--- config.mk ---
export PLATFORM = sky130hd
export DESIGN_NAME = uart_packet_tx_arbiter
export DESIGN_NICKNAME = d
export VERILOG_FILES = /design/src/rtl/uart_packet_tx_arbiter.sv
export SDC_FILE = /design/constraint.sdc
export NUM_CORES = 1
export LEC_CHECK = 0
export ABC_AREA = 1
export CAP_MARGIN = 20
export CORE_MARGIN = 1
export CORE_UTILIZATION = 35
export DETAILED_ROUTE_END_ITERATION = 8
export SLEW_MARGIN = 20
export SYNTH_ARGS = -nofsm -noshare
export SYNTH_HDL_FRONTEND = slang
export SYNTH_SLANG_ARGS = --single-unit
--- constraint.sdc ---
create_clock -name clk -period 3.4 [get_ports clk]
set_input_delay 0.68 -clock clk [delete_from_list [all_inputs] [get_ports clk]]
set_output_delay 0.68 -clock clk [all_outputs]
set_load 0.02 [all_outputs]
--- src/rtl/uart_packet_tx_arbiter.sv ---
// Shares one uart_tx between a command and a response packet source.
// Each granted packet is sent one byte at a time through the load/start/finish handshake.
module uart_packet_tx_arbiter #(
  parameter int PKT_BYTES   = 18,
  parameter int LEN_W       = 5,
  parameter int HOLD_CYCLES = 5208,
  parameter int TIMEOUT     = 4000000
) (
  input  logic                   clk,
  input  logic                   reset,
  input  logic                   soft_reset,
  input  logic                   req0,
  input  logic                   req1,
  input  logic [8*PKT_BYTES-1:0] pkt0,
  input  logic [8*PKT_BYTES-1:0] pkt1,
  input  logic [LEN_W-1:0]       len0,
  input  logic [LEN_W-1:0]       len1,
  output logic                   grant0,
  output logic                   grant1,
  output logic                   done0,
  output logic                   done1,
  output logic                   error,
  output logic                   busy,
  output logic [7:0]             uart_data,
  output logic                   uart_load_data,
  output logic                   uart_start_transmit,
  input  logic                   uart_tx_done
);

  typedef enum logic [2:0] {
    IDLE,
    WAIT_IDLE,
    LOAD,
    START,
    WAIT_DONE,
    FINISH
  } state_t;

  localparam logic [31:0]      HOLD_LAST    = 32'(HOLD_CYCLES - 1);
  localparam logic [31:0]      TIMEOUT_LAST = 32'(TIMEOUT - 1);
  localparam logic [LEN_W-1:0] MAX_LEN      = LEN_W'(PKT_BYTES);

  state_t                 state;
  logic [8*PKT_BYTES-1:0] pkt_q;
  logic [LEN_W-1:0]       len_q;
  logic [LEN_W-1:0]       idx;
  logic                   owner;
  logic                   last_grant;
  logic                   err_flag;
  logic [31:0]            timer;
  logic                   tx_done_meta;
  logic                   tx_done_sync;

  logic                   any_req;
  logic                   pick;
  logic [LEN_W-1:0]       pick_len;
  logic                   timed_out;

  function automatic logic [7:0] byte_at(input logic [8*PKT_BYTES-1:0] p,
                                         input logic [LEN_W-1:0] i);
    logic [7:0] b;
    b = '0;
    for (int k = 0; k < PKT_BYTES; k++) begin
      if (i == LEN_W'(k)) b = p[8*k +: 8];
    end
    return b;
  endfunction

  // On a tie the requester that was not served last wins.
  always_comb begin
    any_req  = req0 | req1;
    pick     = (req0 && req1) ? ~last_grant : req1;
    pick_len = pick ? len1 : len0;
  end

  assign timed_out = (timer >= TIMEOUT_LAST);

  always_ff @(posedge clk or negedge reset) begin
    if (!reset) begin
      tx_done_meta <= 1'b0;
      tx_done_sync <= 1'b0;
    end else begin
      tx_done_meta <= uart_tx_done;
      tx_done_sync <= tx_done_meta;
    end
  end

  always_ff @(posedge clk or negedge reset) begin
    if (!reset) begin
      state               <= IDLE;
      pkt_q               <= '0;
      len_q               <= '0;
      idx                 <= '0;
      owner               <= 1'b0;
      last_grant          <= 1'b1;
      err_flag            <= 1'b0;
      timer               <= '0;
      grant0              <= 1'b0;
      grant1              <= 1'b0;
      done0               <= 1'b0;
      done1               <= 1'b0;
      error               <= 1'b0;
      busy                <= 1'b0;
      uart_data           <= '0;
      uart_load_data      <= 1'b0;
      uart_start_transmit <= 1'b0;
    end else if (soft_reset) begin
      state               <= IDLE;
      pkt_q               <= '0;
      len_q               <= '0;
      idx                 <= '0;
      owner               <= 1'b0;
      last_grant          <= 1'b1;
      err_flag            <= 1'b0;
      timer               <= '0;
      grant0              <= 1'b0;
      grant1              <= 1'b0;
      done0               <= 1'b0;
      done1               <= 1'b0;
      error               <= 1'b0;
      busy                <= 1'b0;
      uart_data           <= '0;
      uart_load_data      <= 1'b0;
      uart_start_transmit <= 1'b0;
    end else begin
      grant0 <= 1'b0;
      grant1 <= 1'b0;
      done0  <= 1'b0;
      done1  <= 1'b0;
      error  <= 1'b0;
      timer  <= timer + 32'd1;
      case (state)
        IDLE: begin
          timer <= '0;
          if (any_req) begin
            grant0 <= ~pick;
            grant1 <= pick;
            owner  <= pick;
            pkt_q  <= pick ? pkt1 : pkt0;
            len_q  <= pick_len;
            idx    <= '0;
            busy   <= 1'b1;
            // Out-of-range lengths are reported without touching the UART.
            if (pick_len == '0 || pick_len > MAX_LEN) begin
              err_flag <= 1'b1;
              state    <= FINISH;
            end else begin
              state <= WAIT_IDLE;
            end
          end
        end
        WAIT_IDLE: begin
          if (tx_done_sync) begin
            uart_data      <= byte_at(pkt_q, idx);
            uart_load_data <= 1'b1;
            timer          <= '0;
            state          <= LOAD;
          end else if (timed_out) begin
            err_flag <= 1'b1;
            timer    <= '0;
            state    <= FINISH;
          end
        end
        LOAD: begin
          if (timer >= HOLD_LAST) begin
            uart_load_data      <= 1'b0;
            uart_start_transmit <= 1'b1;
            timer               <= '0;
            state               <= START;
          end
        end
        START: begin
          if (!tx_done_sync) begin
            uart_start_transmit <= 1'b0;
            timer               <= '0;
            state               <= WAIT_DONE;
          end else if (timed_out) begin
            uart_start_transmit <= 1'b0;
            err_flag            <= 1'b1;
            timer               <= '0;
            state               <= FINISH;
          end
        end
        WAIT_DONE: begin
          if (tx_done_sync) begin
            timer <= '0;
            if (idx == len_q - 1'b1) begin
              state <= FINISH;
            end else begin
              idx            <= idx + 1'b1;
              uart_data      <= byte_at(pkt_q, idx + 1'b1);
              uart_load_data <= 1'b1;
              state          <= LOAD;
            end
          end else if (timed_out) begin
            err_flag <= 1'b1;
            timer    <= '0;
            state    <= FINISH;
          end
        end
        FINISH: begin
          done0      <= ~owner;
          done1      <= owner;
          error      <= err_flag;
          err_flag   <= 1'b0;
          last_grant <= owner;
          busy       <= 1'b0;
          timer      <= '0;
          state      <= IDLE;
        end
        default: begin
          busy  <= 1'b0;
          timer <= '0;
          state <= IDLE;
        end
      endcase
    end
  end

endmodule

== Yosys cells after proc, flatten, opt, wreduce, memory -nomap -nowiden ==
Cells that the tools add are included.

* Bits in latches: 0
* ROM bits: 0
* RAM bits: 0
* Logic and storage cells: 212
* Register bits after elaboration: 210
* Input bits: 304
* Memories: 0

* Reduce and logical (&&, ||, !) cells: 24
* Shift operators: 0
* Divide/modulo/power cells: 0
* $add $sub $neg: 3
* Equal/unequal tests: 50
* Magnitude comparators: 3
* Bitwise operators: 4
* Muxes and demuxes: 109
* Multipliers: 0

{| class="wikitable"
|+ Operators with widths
! cell !! number
|-
| $mux 144 || 4
|-
| $mux 8 || 40
|-
| $mux 32 || 5
|-
| $pmux 32 s3 || 1
|-
| $eq 5x4->1 const B || 16
|-
| $eq 5x3->1 const B || 8
|-
| $mux 5 || 8
|-
| $mux 1 || 35
|-
| $add 32x1->32 const B || 1
|-
| $ge 32x13->1 const B || 1
|-
| $ge 32x22->1 const B || 1
|-
| $mux 3 || 9
|-
| $ne 3x3->1 const B || 8
|-
| $eq 5x2->1 const B || 4
|-
| $eq 5x5->1 const B || 4
|-
| $pmux 8 s2 || 1
|-
| $logic_not 5->1 || 3
|-
| $pmux 3 s5 || 1
|-
| $eq 5x1->1 const B || 2
|-
| $pmux 5 s2 || 1
|-
| $reduce_and 5->1 || 2
|-
| $reduce_bool 3->1 || 3
|-
| $reduce_and 4->1 || 2
|-
| $eq 3x2->1 const B || 2
|-
| other kinds (23) || 31
|}

== Logic depth before layout (Yosys ltp) ==
* Depth in word-level cells: 24
* Mapped depth: 29
* Gate-level depth less buffers: 28

== Least setup slack after synthesis ==
No wires, ideal clock.

* Path type: reg-to-reg
* Start: reg idx[0]
* End: reg uart_data[3]
* Cell stages (with the launch flop): 30
* Required time: 3.284 ns
* Path buffers: 1
* Library setup time: 0.116 ns
* Path slack: 0.512 ns
* Arrival: 2.772 ns
* Path through: dfrtp_1 ha_1 inv_1 nor2_1 ha_1 buf_2 nand2_1 inv_1 nand4_2 inv_1 nand2_1 nand3_1 nand2_1 o21ai_1 o22ai_1 nand2_1 nand2_1 o21ai_1 o21bai_1 nand2_1 nand2_1 nand2_1 nand2_1 nand2_1 nand2_1 nand2_1 nand2_1 nand2_1 nand2_1 nand2_1

* Longest elaborated chain between the ends: 24
* Elaborated cells on any way between the ends: 81
* Classes of those cells: 1 x add/sub; 36 x eq/ne; 41 x mux; 3 x reduce/logical

{| class="wikitable"
|+ RTL lines
! element !! RTL line !! RTL
|-
| start, declared || 46 || <nowiki>logic [LEN_W-1:0] idx;</nowiki>
|-
| start signal, assigned || 190 || <nowiki>idx <= idx + 1'b1;</nowiki>
|-
| $add 5x1->5 || 191 || <nowiki>uart_data <= byte_at(pkt_q, idx + 1'b1);</nowiki>
|-
| $logic_not 5->1 || 64 || <nowiki>if (i == LEN_W'(k)) b = p[8*k +: 8];</nowiki>
|-
| $mux 8 (18 in series) || 64 ||
|-
| $mux 8 || 187 || <nowiki>if (idx == len_q - 1'b1) begin</nowiki>
|-
| $mux 8 || 185 || <nowiki>if (tx_done_sync) begin</nowiki>
|-
| $pmux 8 s2 || 132 || <nowiki>case (state)</nowiki>
|-
| $mux 8 || 107 || <nowiki>end else if (soft_reset) begin</nowiki>
|-
| end signal, assigned || 154 || <nowiki>uart_data <= byte_at(pkt_q, idx);</nowiki>
|-
| end signal, assigned || 191 ||
|-
| end, declared || 24 || <nowiki>output logic [7:0] uart_data,</nowiki>
|}

Parallel ways exist; a longest one is shown, timed or not. The select of a mux whose other input is x is not followed.
A chain may end at the register's enable or synchronous reset.

== Worst setup path after layout ==
* Start: reg idx[1]
* End: reg uart_data[4]

Same word-level chain as after synthesis.

==> impl_metrics.py <==
metrics = {
    "outcome": {
        "outcome": "finished clean",
    },
    "layout": {
        "drive_above_1_share_pct": 8.903,
        "final_cell_area_um2": 18190,
        "nets": 2375,
        "syn2layout_area_growth_pct": 38.36,
        "diodes": 0,
        "instances_no_fill": 2546,
        "final_util_pct": 49.46,
    },
    "yosys": {
        "synth-edff-count": 0,
        "synth_seq_area_share_pct": 39.98,
        "async_flop_share_pct": 100.0,
        "synth_flop_cell": "dfrtp_1",
        "ys.warnings.count": 0,
        "synth_cells": 1726,
        "synth.top_cells.by_area": "dfrtp_1 40%, mux2i_1 11%, nand2_1 9.6%",
        "synth_top_area_share_pct": 39.78,
        "yosysMostFrequentCell": "nand2_1",
        "synth_cell_type_count": 52,
        "syn_avg_cell_area_um2": 7.618,
        "yosysTopAreaCell": "dfrtp_1",
        "synthTopCellsByCount": "337 x nand2_1, 301 x inv_1, 209 x dfrtp_1, 158 x o22ai_1, 149 x mux2i_1",
        "syn_area_um2": 13150,
        "ys_seq_elements": 210,
    },
    "placement": {
        "routabilityCongestion": 0.8923,
        "dp_hpwl_um": 35130,
        "dpl_cell_area_um2": 17120,
        "place_inst": 2492,
        "port_buffers": 319,
    },
    "sta": {
        "timing.slew.headroom_pct": 37.60,
        "period_needed_ns": 3.208,
        "rsz0062_at_grt": "true",
        "max_freq_mhz": 311.7,
        "drv_slew": 0,
        "worst_pin_slew_ns": 0.9360,
        "hold_viol_final": 0,
        "skew_ns": 0.01047,
        "setup_viol": 0,
        "hold_ws_ns": 0.1779,
        "fin_crit_sh_pct": 94.35,
    },
    "floorplan": {
        "die_h_um": 195.8,
        "core_um2": 36790,
        "dieArea_um2": 38350,
        "io_pins": 320,
        "die_w_um": 195.8,
        "rows": 70,
        "start_util_pct": 35.74,
    },
    "clocking": {
        "cts_buffers": 24,
        "cts-htree-levels": 1,
        "tritoncts": "yes",
        "cts_buffer_depth": 3,
        "cts_num_sinks": 210,
        "clkTransAtPathRegs_ns": 0.06,
        "cts-root-buf": "clkbuf_16",
        "clkLatencyLatePin_ns": 0.52,
    },
    "power_and_ir_drop": {
        "p_leak_nw": 8.391,
        "vdd_drop_max_v": 0.0003162,
        "power_mw": 10.30,
        "power_density_nw_per_um2": 566.0,
    },
    "setup_path": {
        "worst-path-max-fanout": 9,
        "crit_arrival_ns": 3.63,
        "critical_path_class": "reg2reg",
        "worstPathRequired_ns": 3.82,
        "critPathLaunchType": "register",
        "end_kind": "register",
    },
    "route": {
        "first_pass_iters": 6,
        "ant_nets": 0,
        "drc_errors": 0,
        "routed_wl_um": 45540,
        "num_vias": 13100,
        "detail_route.wl_per_cell_um": 17.89,
        "via_per_inst": 5.147,
        "drtIter0Drc": 1011,
    },
    "global_route": {
        "grtUsageMet3_pct": 3.026,
        "grtUsageMet2_pct": 38.72,
        "top_usage_layer": "met2",
        "grt_pass1_vias": 12830,
        "grt_start_max_net_pins": 88,
        "overflow": 0,
        "antenna_found_initial": 0,
        "use_met1_pct": 32.73,
        "grt.total_usage_pct": 23.42,
        "grt_pass1_wl_um": 70830,
    },
    "worst_hold_path": {
        "hold_class": "in2async",
    },
    "run": {
        "maxCapViolCount": 0,
    },
}
## cells by family (layout without fill, tap and decap cells)
family,count (synthesis),count (layout),synth area share [%]
flops,210,210,39.98
compound gates,374,374,16.39
xor+xnor,7,7,0.4663
fa+ha+maj,8,8,0.7613
other cells,1,10,0.02852
buf+inv,391,734,11.34
simple gates,586,586,19.70
mux,149,149,11.34
## state kept, by name, indices dropped and copies added, names as in the netlist, 3 cells and up
register and cells:
pkt_q 144, len_q 5, timer 32, uart_data 8
idx 5, state 3
## metal layers
metal / vias to the layer above / part of all wire (%)
met1: 6185 / 46
li1: 6408 / -
met3: 52 / 5.9
met5: - / 0
met2: 458 / 47
met4: 0 / 1.6
## what timing repair did
action,in CTS,in global routing
resized for setup,4,33
hold buffers,0,0
setup endpoints to repair,3,8
hold endpoints to repair,0,0
setup buffers,0,13
pin swaps,1,4
## path summary, 6_finish.rpt
check	from	to	slack, ns	depth (start not counted)
setup / recovery	idx[1]	uart_data[4]	0.19	23
hold / removal	reset	timer[2]	0.18	1
setup reg to reg	idx[1]	uart_data[4]	0.19	23
hold reg to reg	tx_done_meta	tx_done_sync	0.35	0
max in group asynchronous	reset	pkt_q[71]	2.40	2
min in group clk	tx_done_meta	tx_done_sync	0.35	0
## final cells by class
type,instances,area [um^2]
clock buffer,32,711.9
clock inverter,9,153.9
fill,3608,18590
inverter,320,1210
multi-input combinational,1134,6553
sequential,210,5260
tap,468,585.6
timing repair buffer,373,3719
## report_power, final
part / internal [mW] / leakage [nW] / total [mW] / switching, mW
Sequential: 3.12 / 2.81 / 3.54 / 0.425
Clock: 1.77 / 0.422 / 2.84 / 1.08
Combinational: 1.51 / 5.16 / 3.91 / 2.40
## worst max-delay path, cell delays in order, from the launching register on
cell,delay [ns]
dfrtp_2,0.44
inv_2,0.10
ha_2,0.22
inv_1,0.07
nor2_4,0.16
inv_4,0.13
nand3_1,0.10
o211ai_1,0.10
nand3_1,0.11
o21ai_0,0.11
o21ai_0,0.24
a31oi_1,0.17
o21bai_1,0.28
nand2_1,0.13
nand2_1,0.10
nand3_1,0.09
nand2_1,0.07
nand2_1,0.05
nand2_1,0.07
nand2_1,0.09
nand2_1,0.07
a21oi_1,0.05
nand2_1,0.07
nand2_1,0.05
## cells in the final DEF (no fill, tap or decap), types with 22 or more instances in the layout
cell             instances
a21oi_1                 66
buf_4                   44
clkbuf_16               25
clkdlybuf4s50_1        318
dfrtp_1                206
inv_1                  295
inv_2                   22
mux2i_1                149
nand2_1                330
nand3_1                 91
nor2_1                  74
nor3_1                  22
o21ai_0                102
o22ai_1                158
## stage by stage
stage | worst slack [ns] | setup TNS, ns
floorplan | 0.5116 | 0
global placement | -0.1111 | -0.2411
detailed placement | -0.08597 | -0.1709
CTS | 0.01545 | 0
global route | -0.02260 | -0.05239
finish | 0.1922 | 0
Note: power is estimated with default switching activity, not from simulation.
